## src/rtl/adpll_regs.sv

```systemverilog
// CPU register responder for the ADPLL: holds enable/mode/FCW/gain configuration
// and tracks lock status with sticky flags and a saturating lock-loss counter.
module adpll_regs #(
    parameter int unsigned ADPLL_ADDR_W = 5,
    parameter logic [31:0] ID_VALUE     = 32'hADB1_0001
) (
    input  logic                    clk,
    input  logic                    rst,
    input  logic                    sel,
    input  logic                    write,
    input  logic [ADPLL_ADDR_W-1:0] address,
    input  logic [31:0]             data_in,
    output logic [31:0]             data_out,
    output logic                    ready,
    input  logic                    channel_lock,
    output logic                    cfg_en,
    output logic [1:0]              cfg_mode,
    output logic [25:0]             cfg_fcw,
    output logic [3:0]              cfg_alpha_l,
    output logic [3:0]              cfg_alpha_m,
    output logic [3:0]              cfg_alpha_s,
    output logic [3:0]              cfg_beta,
    output logic                    soft_rst
);

    localparam int unsigned FCW_W = 26;
    localparam int unsigned CNT_W = 8;

    localparam logic [ADPLL_ADDR_W-1:0] A_CTRL   = ADPLL_ADDR_W'(0);
    localparam logic [ADPLL_ADDR_W-1:0] A_SHADOW = ADPLL_ADDR_W'(1);
    localparam logic [ADPLL_ADDR_W-1:0] A_APPLY  = ADPLL_ADDR_W'(2);
    localparam logic [ADPLL_ADDR_W-1:0] A_STATUS = ADPLL_ADDR_W'(3);
    localparam logic [ADPLL_ADDR_W-1:0] A_GAIN   = ADPLL_ADDR_W'(4);
    localparam logic [ADPLL_ADDR_W-1:0] A_ACTIVE = ADPLL_ADDR_W'(5);
    localparam logic [ADPLL_ADDR_W-1:0] A_ID     = ADPLL_ADDR_W'(6);

    typedef enum logic {ST_IDLE, ST_RESP} state_t;

    state_t             state_q;
    logic               ready_q;
    logic [31:0]        rdata_q;
    logic               soft_q;
    logic               en_q;
    logic [1:0]         mode_q;
    logic [FCW_W-1:0]   shadow_q;
    logic [FCW_W-1:0]   fcw_q;
    logic [3:0]         al_q, am_q, as_q, beta_q;
    logic               lock_q;
    logic               seen_q, seen_d;
    logic               lost_q, lost_d;
    logic [CNT_W-1:0]   cnt_q, cnt_d, cnt_base;
    logic [31:0]        rdata_d;

    logic req_c, wr_c, rd_c, soft_c, rise_c, fall_c, clr_c;
    logic wr_ctrl_c, wr_shadow_c, wr_apply_c, wr_status_c, wr_gain_c;
    logic unused_c;

    assign unused_c = ^data_in[31:26];

    // Request decode, lock-event detection and read-data selection
    always_comb begin
        req_c       = (state_q == ST_IDLE) && sel;
        wr_c        = req_c && write;
        rd_c        = req_c && !write;
        wr_ctrl_c   = wr_c && (address == A_CTRL);
        wr_shadow_c = wr_c && (address == A_SHADOW);
        wr_apply_c  = wr_c && (address == A_APPLY);
        wr_status_c = wr_c && (address == A_STATUS);
        wr_gain_c   = wr_c && (address == A_GAIN);
        soft_c      = wr_ctrl_c && data_in[3];
        rise_c      = channel_lock && !lock_q;
        fall_c      = !channel_lock && lock_q && en_q;
        clr_c       = wr_status_c && data_in[2];

        // set events win over write-1-to-clear
        seen_d   = rise_c || (seen_q && !(wr_status_c && data_in[1]));
        lost_d   = fall_c || (lost_q && !clr_c);
        cnt_base = clr_c ? '0 : cnt_q;
        cnt_d    = (fall_c && (cnt_base != {CNT_W{1'b1}})) ? cnt_base + CNT_W'(1) : cnt_base;
        if (soft_c) begin
            seen_d = 1'b0;
            lost_d = 1'b0;
            cnt_d  = '0;
        end

        // status reads reflect events landing on this same edge
        rdata_d = '0;
        case (address)
            A_CTRL:   rdata_d = {29'd0, mode_q, en_q};
            A_SHADOW: rdata_d = {6'd0, shadow_q};
            A_STATUS: rdata_d = {16'd0, cnt_d, 5'd0, lost_d, seen_d, channel_lock};
            A_GAIN:   rdata_d = {16'd0, beta_q, as_q, am_q, al_q};
            A_ACTIVE: rdata_d = {6'd0, fcw_q};
            A_ID:     rdata_d = ID_VALUE;
            default:  rdata_d = '0;
        endcase
    end

    always_ff @(posedge clk or negedge rst) begin
        if (!rst) begin
            state_q  <= ST_IDLE;
            ready_q  <= 1'b0;
            rdata_q  <= '0;
            soft_q   <= 1'b0;
            en_q     <= 1'b0;
            mode_q   <= '0;
            shadow_q <= '0;
            fcw_q    <= '0;
            al_q     <= 4'd8;
            am_q     <= 4'd6;
            as_q     <= 4'd4;
            beta_q   <= 4'd2;
            lock_q   <= 1'b0;
            seen_q   <= 1'b0;
            lost_q   <= 1'b0;
            cnt_q    <= '0;
        end else begin
            lock_q <= channel_lock;
            seen_q <= seen_d;
            lost_q <= lost_d;
            cnt_q  <= cnt_d;

            case (state_q)
                ST_IDLE: begin
                    ready_q <= sel;
                    soft_q  <= soft_c;
                    if (sel) begin
                        state_q <= ST_RESP;
                    end
                    if (rd_c) begin
                        rdata_q <= rdata_d;
                    end
                end
                default: begin
                    ready_q <= 1'b0;
                    soft_q  <= 1'b0;
                    state_q <= ST_IDLE;
                end
            endcase

            if (wr_ctrl_c) begin
                if (data_in[3]) begin
                    en_q <= 1'b0;
                end else begin
                    en_q   <= data_in[0];
                    mode_q <= data_in[2:1];
                end
            end
            if (wr_shadow_c) shadow_q <= data_in[FCW_W-1:0];
            if (wr_apply_c)  fcw_q    <= shadow_q;
            if (wr_gain_c) begin
                al_q   <= data_in[3:0];
                am_q   <= data_in[7:4];
                as_q   <= data_in[11:8];
                beta_q <= data_in[15:12];
            end
        end
    end

    assign data_out    = rdata_q;
    assign ready       = ready_q;
    assign soft_rst    = soft_q;
    assign cfg_en      = en_q;
    assign cfg_mode    = mode_q;
    assign cfg_fcw     = fcw_q;
    assign cfg_alpha_l = al_q;
    assign cfg_alpha_m = am_q;
    assign cfg_alpha_s = as_q;
    assign cfg_beta    = beta_q;

endmodule
```

## config.mk

```make
export PLATFORM = sky130hd
export DESIGN_NAME = adpll_regs
export DESIGN_NICKNAME = d
export VERILOG_FILES = /design/src/rtl/adpll_regs.sv
export SDC_FILE = /design/constraint.sdc
export NUM_CORES = 1
export LEC_CHECK = 0
export CAP_MARGIN = 20
export CELL_PAD_IN_SITES_DETAIL_PLACEMENT = 0
export CELL_PAD_IN_SITES_GLOBAL_PLACEMENT = 2
export CORE_ASPECT_RATIO = 1.1
export CORE_MARGIN = 5
export CORE_UTILIZATION = 29
export DETAILED_ROUTE_END_ITERATION = 8
export GPL_ROUTABILITY_DRIVEN = 0
export PLACE_DENSITY = 0.83
export RECOVER_POWER = 100
export SLEW_MARGIN = 20
export SYNTH_ARGS = -nofsm -noshare
export SYNTH_HDL_FRONTEND = slang
export SYNTH_SLANG_ARGS = --single-unit
```

## constraint.sdc

```tcl
create_clock -name clk -period 2.6 [get_ports clk]
set_input_delay 0.26 -clock clk [delete_from_list [all_inputs] [get_ports clk]]
set_output_delay 0.26 -clock clk [all_outputs]
set_load 0.03 [all_outputs]
```

Yosys cells after proc, flatten, opt, wreduce, memory -nomap -nowiden
Index checks and enable logic that the tools add are counted.
{"block": "word_totals", "regBits": 117, "latch_bits": 0, "mem_bits_rw": 0, "rom_bits": 0, "inputBits": 42, "out_inout_bits": 79, "wordCells": 64, "n_memories": 0}
{"block": "op_classes", "add_sub_neg": 1, "n_mul": 0, "div": 0, "order_cmp": 0, "n_eq_ne": 7, "shifts": 0, "n_mux": 11, "bitwise": 2, "reduce_logical": 27}
{"cell": "32-bit case mux with 6 select lines", "n": 1}
{"cell": "8-bit two-way mux", "n": 3}
{"cell": "1-bit logical AND", "n": 17}
{"cell": "5-bit by 3-bit == test with 1-bit output (second input constant)", "n": 3}
{"cell": "5-bit by 2-bit == test with 1-bit output (second input constant)", "n": 2}
{"cell": "8-bit by 1-bit adder with 8-bit output (second input constant)", "n": 1}
{"cell": "8-bit inequality test (second input constant)", "n": 1}
{"cell": "1-bit two-way mux", "n": 7}
{"cell": "5-bit by 1-bit == test with 1-bit output (second input constant)", "n": 1}
{"cell": "1-bit logical NOT", "n": 5}
{"cell": "5-bit logical NOT", "n": 1}
{"cell": "2-bit AND reduction", "n": 2}
{"cell": "1-bit logical OR", "n": 2}
{"cell": "1-bit inverter", "n": 2}

Logic depth before layout (Yosys ltp)
Gate-level depths: netlist of run 1.
{"block": "depth", "depth_word": 11, "depth_mapped": 11}

Worst setup path after synthesis of run 1
Ideal clock, no wire load.
{"block": "synth_timing", "path_type": "input port to flip-flop", "from": "input port address[2]", "to": "register cnt_q[5]", "arrival_time_ns": 2.513, "t_required_ns": 2.478, "setup_slack_ns": -0.035, "path_stages": 11, "path_cell_list": "or3_1 > buf_2 > or4_4 > buf_6 > and2_4 > ha_1 > nand2_1 > nor2_1 > nor4b_1 > xnor2_1 > nor2_1"}
{"block": "synth_between", "elab_chain_len": 8, "elab_cells_between_ends": 12, "classes_between": "add/sub: 1; eq/ne: 2; mux: 3; reduce/logical: 6"}
{"element": "start: declaration", "line": "11", "rtl": "input logic [ADPLL_ADDR_W-1:0] address,"}
{"element": "parallel branches: the longest is 7 deep, another holds 8-bit by 1-bit adder with 8-bit output"}
{"element": "8-bit two-way mux *", "line": "80", "rtl": "if (soft_c) begin"}
{"element": "via cnt_d[5]", "line": "51", "rtl": "logic [CNT_W-1:0] cnt_q, cnt_d, cnt_base;"}
{"element": "end signal: assignment", "line": "121", "rtl": "cnt_q <= cnt_d;"}
{"element": "end: declaration", "line": "51"}
Mark *: on every way through the listed nets, which the timed path passes.
A chain may end at the register's enable or synchronous reset.

Worst setup path in the final report of run 1
{"block": "layout_timing", "from": "input port address[2]", "to": "register rdata_q[14] (netlist: data_out[14])"}
{"block": "layout_between", "elab_chain_len": 9, "elab_cells_between_ends": 17, "classes_between": "add/sub: 1; eq/ne: 6; mux: 4; reduce/logical: 6"}
{"element": "parallel branches: the longest is 8 deep, another holds 8-bit by 1-bit adder with 8-bit output"}
{"element": "32-bit case mux with 6 select lines *", "line": "88", "rtl": "case (address)"}
{"element": "end signal: assignment", "line": "131", "rtl": "rdata_q <= rdata_d;"}
{"element": "end: declaration", "line": "41", "rtl": "logic [31:0] rdata_q;"}
Every way passes the cells marked *.

==> impl_metrics.tcl, run 1 <==
set metrics [dict create \
    hold_path_end "data_out[0]" \
    dr.pass1.iters 6 \
    timing.final.ws_setup_ps 141 \
    drv_cap 0 \
    wl_um 14500 \
    critical_path.most_common_cell "nor2_1" \
    p_total_w 0.00388 \
    maxSlewViolCount 0 \
    synthTopCellsByArea "dfrtp_1, mux2_2, nand2_1, dfstp_2, o21ai_0" \
    route.detailed.drc 0 \
    synthFlopType "dfrtp_1" \
    place_area_mm2 0.00644 \
    tns_ps 0 \
    ys_ff_latch 111 \
    grt_util_met3_pct 3.04 \
    core_mm2 0.0164 \
    fin_crit_ps 2460 \
    grt_max_degree 47 \
    path_clk_slew_ps 70 \
    ys_types 52 \
    postRouteAntennaNets 0 \
    r2r-start "ready" \
    finalClockSkew_ps 3.80 \
    max_slew.worst_pin.slew_ps 1140 \
    yosysTopAreaCellShare_pct 54.6 \
    pwr-share-clk_pct 38.2 \
    critPathSlowestCell "or4_4" \
    crit_fanout 6 \
    rr_worst_depth 9 \
    postSynthAreaPerCell_um2 12.1 \
    gr-total-overflow 0 \
    max_stage_delay_ps 450 \
    numCtsBuffers 9 \
    cts_tree "done" \
    grt_pass1_vias 4071 \
    final_nets 575 \
    viasPerCell 5.03 \
    antenna_found_initial 0 \
    cts_buffer_depth 2 \
    slew_headroom_pct 23.9 \
    seqPwrFrac_pct 49.4 \
    p_sw_share_pct 24.7 \
    critPathBufInv 1 \
    pwr-share-comb_pct 12.4 \
    met2_usage_pct 26.8 \
    num_vias 3720 \
    synth_seq_area_share_pct 57.3 \
    synth.most_common_cell "dfrtp_1" \
    num_rows 49 \
    wl_per_cell_um 19.6 \
    stdcell_area_mm2 0.00668 \
    placed_cells 723 \
    root_buffer "clkbuf_16" \
    ir_drop_mv 0.412 \
    initialDrtViolationCount 195 \
    io_pins 121 \
    clock_sinks 111 \
    switchingPower_w 0.000958 \
    final_layout_size_suffix_gt1_share_pct 22.0 \
    crit_required_ps 2830 \
    die_w_um 133 \
    rsz0062_at_grt "no" \
    met1_usage_pct 18.8 \
    fin_cells 740 \
    p_leak_nw 3.14 \
    min_path_type "reg2reg" \
    dp_hpwl_um 10100 \
    fin_crit_sh_pct 94.6 \
    reg2reg_to "data_out[14]" \
    setup_violations 0 \
    synth-warning-count 0 \
    power.density_mw_per_mm2 581 \
    clk-insertion-delay-late_ps 350 \
    ys_top_cells_by_count "dfrtp_1, mux2_2, nand2_1, nor2_1, o21ai_0" \
    start_util_pct 29.6 \
    cp.arrival_ps 2690 \
    top_usage_layer "met2" \
    grt_pass1_wl_um 23200 \
    place_ws_ps -333 \
    htreeDepth 3 \
    min_path_cells 1 \
    cellInternalPower_w 0.00293 \
    synth_edf_count 0 \
    reg2reg_slack_ps 220 \
    syn-cell-area_mm2 0.00486 \
    synthArstFlopShare_pct 100 \
    post-synth-top-area-cell "dfrtp_1" \
    synthCells 400 \
    path_cells "clkdlybuf4s50_1 > or3_1 > or4_4 > and2_4 > ha_1 > nand2_2 > nor3_1 > nor2_1 > nor2_1 > a221o_1" \
    max_freq_mhz 407 \
    crit_family "simple AND/OR/NAND/NOR gates" \
    die_h_um 146 \
    grtUsageTotal_pct 15.2 \
    port_buffers 112 \
    antenna_cells 0 \
    path_class "in2reg" \
    startpoint_type "input pin" \
    dieArea_mm2 0.0194 \
    finalHoldViolations 0 \
    hp-start "data_out[0]" \
    status "finished clean" \
    areaGrowthSynthToFinish_pct 37.5 \
    endpoint_kind "register" \
]
==> kinds of logic (layout without fill, tap and decap cells) <==
family                   count (synthesis)  after routing  synth area share [%]
flip-flops                             111            111                  57.3
XOR/XNOR                                 3              3                 0.541
multiplexers                            72             72                  16.6
adder cells (fa/ha/maj)                  1              1                 0.257
buffers and inverters                   26            161                  2.70
AND/OR/NAND/NOR                        109            109                  10.9
AO/OA/AOI/OAI                           77             77                  11.6
other                                    1              2                0.0772
==> state kept, by name, indices dropped and copies added, names as in the netlist, 2 cells and up <==
signal / flops
cfg_alpha_l: 4
cfg_alpha_m: 4
cfg_alpha_s: 4
cfg_beta: 4
cfg_fcw: 26
cfg_mode: 2
cnt_q: 8
data_out: 27
shadow_q: 26
==> worst max path at each step <==
stage	startpoint	endpoint	slack, ps	depth (start not counted)
CTS	address[2]	data_out[8]	30	10
global route	address[3]	data_out[12]	50	8
global placement	address[2]	data_out[8]	-300	10
detailed placement	address[2]	data_out[8]	-330	10
finish	address[2]	data_out[14]	140	10
floorplan	address[2]	data_out[8]	30	11
==> cell type report <==
| type | instances | area, um2 |
|---|---|---|
| Clock inverter | 3 | 68.8 |
| Tap cell | 204 | 255 |
| Timing Repair Buffer | 144 | 1350 |
| Multi-Input combinational cell | 264 | 1970 |
| Inverter | 2 | 7.51 |
| Sequential cell | 111 | 2780 |
| Fill cell | 1581 | 9750 |
| Clock buffer | 12 | 246 |
==> cells in the final DEF, fill, tap and decap left out, types with 6 or more instances in the layout <==
cell type / instances
a21oi_1: 9
a221oi_1: 6
a222oi_1: 7
a22oi_1: 10
buf_4: 16
clkbuf_1: 7
clkbuf_16: 9
clkbuf_2: 6
clkdlybuf4s50_1: 32
dfrtp_1: 106
dlygate4sd3_1: 80
mux2_1: 10
mux2_2: 60
nand2_1: 43
nor2_1: 22
nor3_1: 7
o21ai_0: 21
==> per-stage QoR <==
stage / util, % / hold WS [ps]
finish: 40.7 / 485
detailed placement: 39.2 / 315
global route: 40.7 / 506
CTS: 41.2 / 461
floorplan: - / -35.6
global placement: 39.2 / 298
==> what timing repair did <==
| item | 4_1_cts | 5_1_grt |
|---|---|---|
| endpoints found under the setup margin | 0 | 6 |
| endpoints found under the hold margin | 44 | 0 |
| setup buffers | 0 | 1 |
| resized for setup | 0 | 3 |
| hold buffers | 1 | 0 |
==> per-layer routing <==
layer | share of wire, % | wire length (um)
met2 | 52 | 7560
met4 | 1.2 | 178
met3 | 3.9 | 564
met5 | 0 | 0
met1 | 43 | 6190
==> power groups by stage <==
stage | clock network, W | logic [W] | registers, W
floorplan | 0 | 0.000166 | 0.00202
global placement | 0 | 0.000508 | 0.00195
detailed placement | 0 | 0.000520 | 0.00195
CTS | 0.00153 | 0.000523 | 0.00192
global route | 0.00160 | 0.000523 | 0.00193
finish | 0.00148 | 0.000483 | 0.00192
Note: power is estimated with default switching activity, not from simulation.
==> run 2, diff against run 1 <==
- ABC_CLOCK_PERIOD_IN_PS: default -> 2600
==> results of run 2 <==
Same layout as run 1: the final DEF is identical, and so are final timing and power.
